$ cat config.mk
export PLATFORM = sky130hd
export DESIGN_NAME = res3
export DESIGN_NICKNAME = d
export VERILOG_FILES = /design/src/rtl/addr8u_pkg.sv /design/src/rtl/res3.sv
export SDC_FILE = /design/constraint.sdc
export NUM_CORES = 1
export LEC_CHECK = 0
export CAP_MARGIN = 20
export CORE_AREA = 2 2 39 41
export DETAILED_ROUTE_END_ITERATION = 12
export DIE_AREA = 0 0 41 43
export GPL_TIMING_DRIVEN = 0
export SYNTH_ARGS = -nofsm -noshare
export SYNTH_HDL_FRONTEND = slang
export SYNTH_SLANG_ARGS = --single-unit
$ cat constraint.sdc
create_clock -name vclk -period 7.3
set_input_delay 2.19 -clock vclk [all_inputs]
set_output_delay 2.19 -clock vclk [all_outputs]
set_load 0.005 [all_outputs]
$ cat src/rtl/addr8u_pkg.sv
// rtl/addr8u_pkg.sv - shared types and helpers for the 8-bit adder residue checker
package addr8u_pkg;

    typedef enum logic [1:0] {
        IDLE   = 2'd0,
        SETTLE = 2'd1,
        CHECK  = 2'd2,
        HOLD   = 2'd3
    } state_t;

    localparam int RES_W = 2;
    localparam int ERR_W = 8;
    localparam logic [ERR_W-1:0] ERR_MAX = '1;

    // Both operands are residues in 0..2, so a single conditional subtract suffices.
    function automatic logic [RES_W-1:0] mod3_add(input logic [RES_W-1:0] x,
                                                   input logic [RES_W-1:0] y);
        logic [RES_W:0] s;
        s = {1'b0, x} + {1'b0, y};
        if (s >= 3'd3) begin
            s = s - 3'd3;
        end
        return s[RES_W-1:0];
    endfunction

endpackage

$ cat src/rtl/res3.sv
// rtl/res3.sv - combinational mod-3 residue of a W-bit unsigned value
module res3
    import addr8u_pkg::*;
#(
    parameter int W = 8
) (
    input  logic [W-1:0]     din,
    output logic [RES_W-1:0] res
);

    // 2^i mod 3 alternates 1,2,1,2,... so each set bit adds its weight into the residue.
    always_comb begin
        res = '0;
        for (int i = 0; i < W; i++) begin
            if (din[i]) begin
                res = mod3_add(res, (i % 2 == 0) ? 2'd1 : 2'd2);
            end
        end
    end

endmodule

==> results by group <==
GRT
  • Global-route met3 utilization: 0
  • Largest net degree at the start of global routing: 10
  • Vias in the first global route: 419
  • Global routing's busiest layer: met2
  • Wire length of the first global-routing pass: 1.683 mm
  • Antenna violations before repair: 0
  • Grt ovf: 0
  • M2 GR Usage: 0.2688
  • GRT Overall Usage: 0.1281
  • Met1 usage: 0.1338

Hold path
  • Worst hold path class: input pin to output port

Critical path
  • Delay-heaviest family, CP: adder cells
  • Setup CP Type: input pin to output port
  • Startpoint Class: input pin
  • Worst Path Required: 5.11 ns
  • WP data arrival: 4.98 ns
  • Slowest cell on crit path: ha_1
  • Worst-path cell chain: buf_8 -> inv_6 -> ha_4 -> mux2_4 -> inv_2 -> ha_4 -> mux2_4 -> xnor2_2 -> mux2i_1 -> a211oi_2 -> ha_1 -> nand2b_4 -> o21ai_2 -> ha_1 -> inv_2 -> a221oi_2 -> buf_2
  • CP peak stage delay: 0.30 ns
  • Worst Path Max Fanout: 3
  • CP Buf/Inv Count: 5
  • CP endpoint kind: output port

Die
  • Core Region: 0.001384 mm2
  • Die Ht: 43 um
  • Io pins: 10
  • Die width: 41 um
  • Initial Util: 0.3165
  • Row Count: 14
  • Die area: 0.001763 mm2

Synthesis
  • Biggest area consumer among synthesized cells: ha_1
  • Distinct cells, synth: 25
  • Most frequent cells after synthesis: ha_1, inv_1, mux2i_1
  • Synthesized net count: 67
  • Yosys warnings: 0
  • Avg Inst Size Synth: 8.587 um2
  • Combinational family with the most area after synthesis: multiplexers
  • Ranking of synthesized cells by area: ha_1, mux2i_1, mux2_2
  • Synth Area in Adders: 0.2286
  • Mapped Cells: 51
  • Synth Area in Simple Gates: 0.1714
  • Most common cell in the netlist: ha_1
  • Synthesized area: 437.9 um2
  • XOR/XNOR Fraction of Synth Area: 0.03714
  • Sequential fraction of the synthesis area: 0
  • Mux share of post-synthesis cell area: 0.3171
  • Synth top area share: 0.2286
  • Compound-Gate Fraction of Synth Area: 0.1714

Route
  • Drt drc: 0
  • ANT nets after route: 0
  • Number of DRC markers in iteration 0: 1
  • Wirelength per Cell: 12.38 um
  • Via density: 5.296
  • Drt total wl: 1.003 mm
  • Via count: 429
  • DRT Pass-1 Iters: 2

Layout
  • Share of cells above drive strength 1: 0.5692
  • N_diodes: 0
  • Layout filler cell count: 137
  • Synth-to-layout area growth: 52.29%
  • Layout Nets: 83
  • Reg area: 0 um2
  • Clock buffers: 0
  • FF+latch count: 0

Timing
  • Final hold vios: 0
  • Worst slew pin tran: 0.3824 ns
  • Pins Over Slew Limit: 0
  • Slew Limit Headroom: 0.7378
  • Finish-stage setup viols: 0
  • Crit path time final: 7.168 ns
  • FMAX: 139.5 MHz
  • Fin crit share: 0.9819
  • Fin Setup TNS: 0 ns
  • Min Hold Slack: 5.138 ns
  • RSZ-0062 raised after global routing: true

Flow run
  • Max Cap Viol: 0

Clock network
  • # hold bufs at CTS: 0

Power and ir drop
  • Lkg Pwr: 0.2908 nW
  • PwrDens: 103.3 mW/mm2
  • Peak supply drop: 0.04037 mV
  • Pwr Total: 0.06887 mW

Outcome
  • Status: finished clean

Place
  • Port bufs: 8
  • Post-DP HPWL: 646.4 um
  • Routability cong.: 0.6974
[final cells by class]
type               count  area, um2  share of cell area
multi-input cells     43      496.7              0.7448
repair buffers        14      112.6              0.1689
inverters              6      27.53             0.04128
well taps             16      20.02             0.03002
plain buffers          2      10.01             0.01501
[cell usage in the layout (no fill, tap or decap), types with 3 or more instances in the layout]
| master | n |
|---|---|
| ha_1 | 5 |
| mux2i_1 | 4 |
| clkdlybuf4s50_1 | 3 |
| mux2_4 | 4 |
| buf_2 | 3 |
| buf_4 | 7 |
| inv_2 | 3 |
[timing repair]
item | 4_1_cts | 5_1_grt
setup buffers | 5 | 1
pin swaps | 5 | 7
setup endpoints to repair | 2 | 2
gates resized for setup | 31 | 13
cloned | 0 | 0
[power by group]
part / switching [mW] / total [mW] / internal, mW
clock network: 0 / 0 / 0
logic: 0.0312 / 0.0689 / 0.0377
registers: 0 / 0 / 0
total: 0.0312 / 0.0689 / 0.0377
[kinds of logic (layout without fill, tap and decap cells)]
kind of cell | count (synthesis) | after routing
adder cells (fa/ha/maj) | 8 | 8
multiplexers | 12 | 12
AND/OR/NAND/NOR | 12 | 12
buffers and inverters | 8 | 22
AO/OA/AOI/OAI | 10 | 10
XOR/XNOR | 1 | 1
[routing by layer]
metal  wire, um  up-vias
met3         14        0
met4          0        0
li1           -      219
met1        408      205
met2        580        5
met5          0        -
[per-stage QoR]
| step | util | cell area (um2) | setup slack, ns | cells |
|---|---|---|---|---|
| 2_1_floorplan | - | 437.9 | 0.2480 | 51 |
| 3_3_place_gp | 0.3888 | 538.0 | -0.9621 | 75 |
| 3_5_place_dp | 0.3888 | 538.0 | -1.004 | 75 |
| 4_1_cts | 0.4575 | 633.1 | 0.01804 | 80 |
| 5_1_grt | 0.4819 | 666.9 | -0.05071 | 81 |
| 6_report | 0.4819 | 666.9 | 0.1323 | 81 |
[worst paths after layout]
path,end,start,slack (ns),depth (start not counted)
max,res[1],din[0],0.13,17
min,res[0],din[5],5.14,6
(Power assumes the default switching activity.)
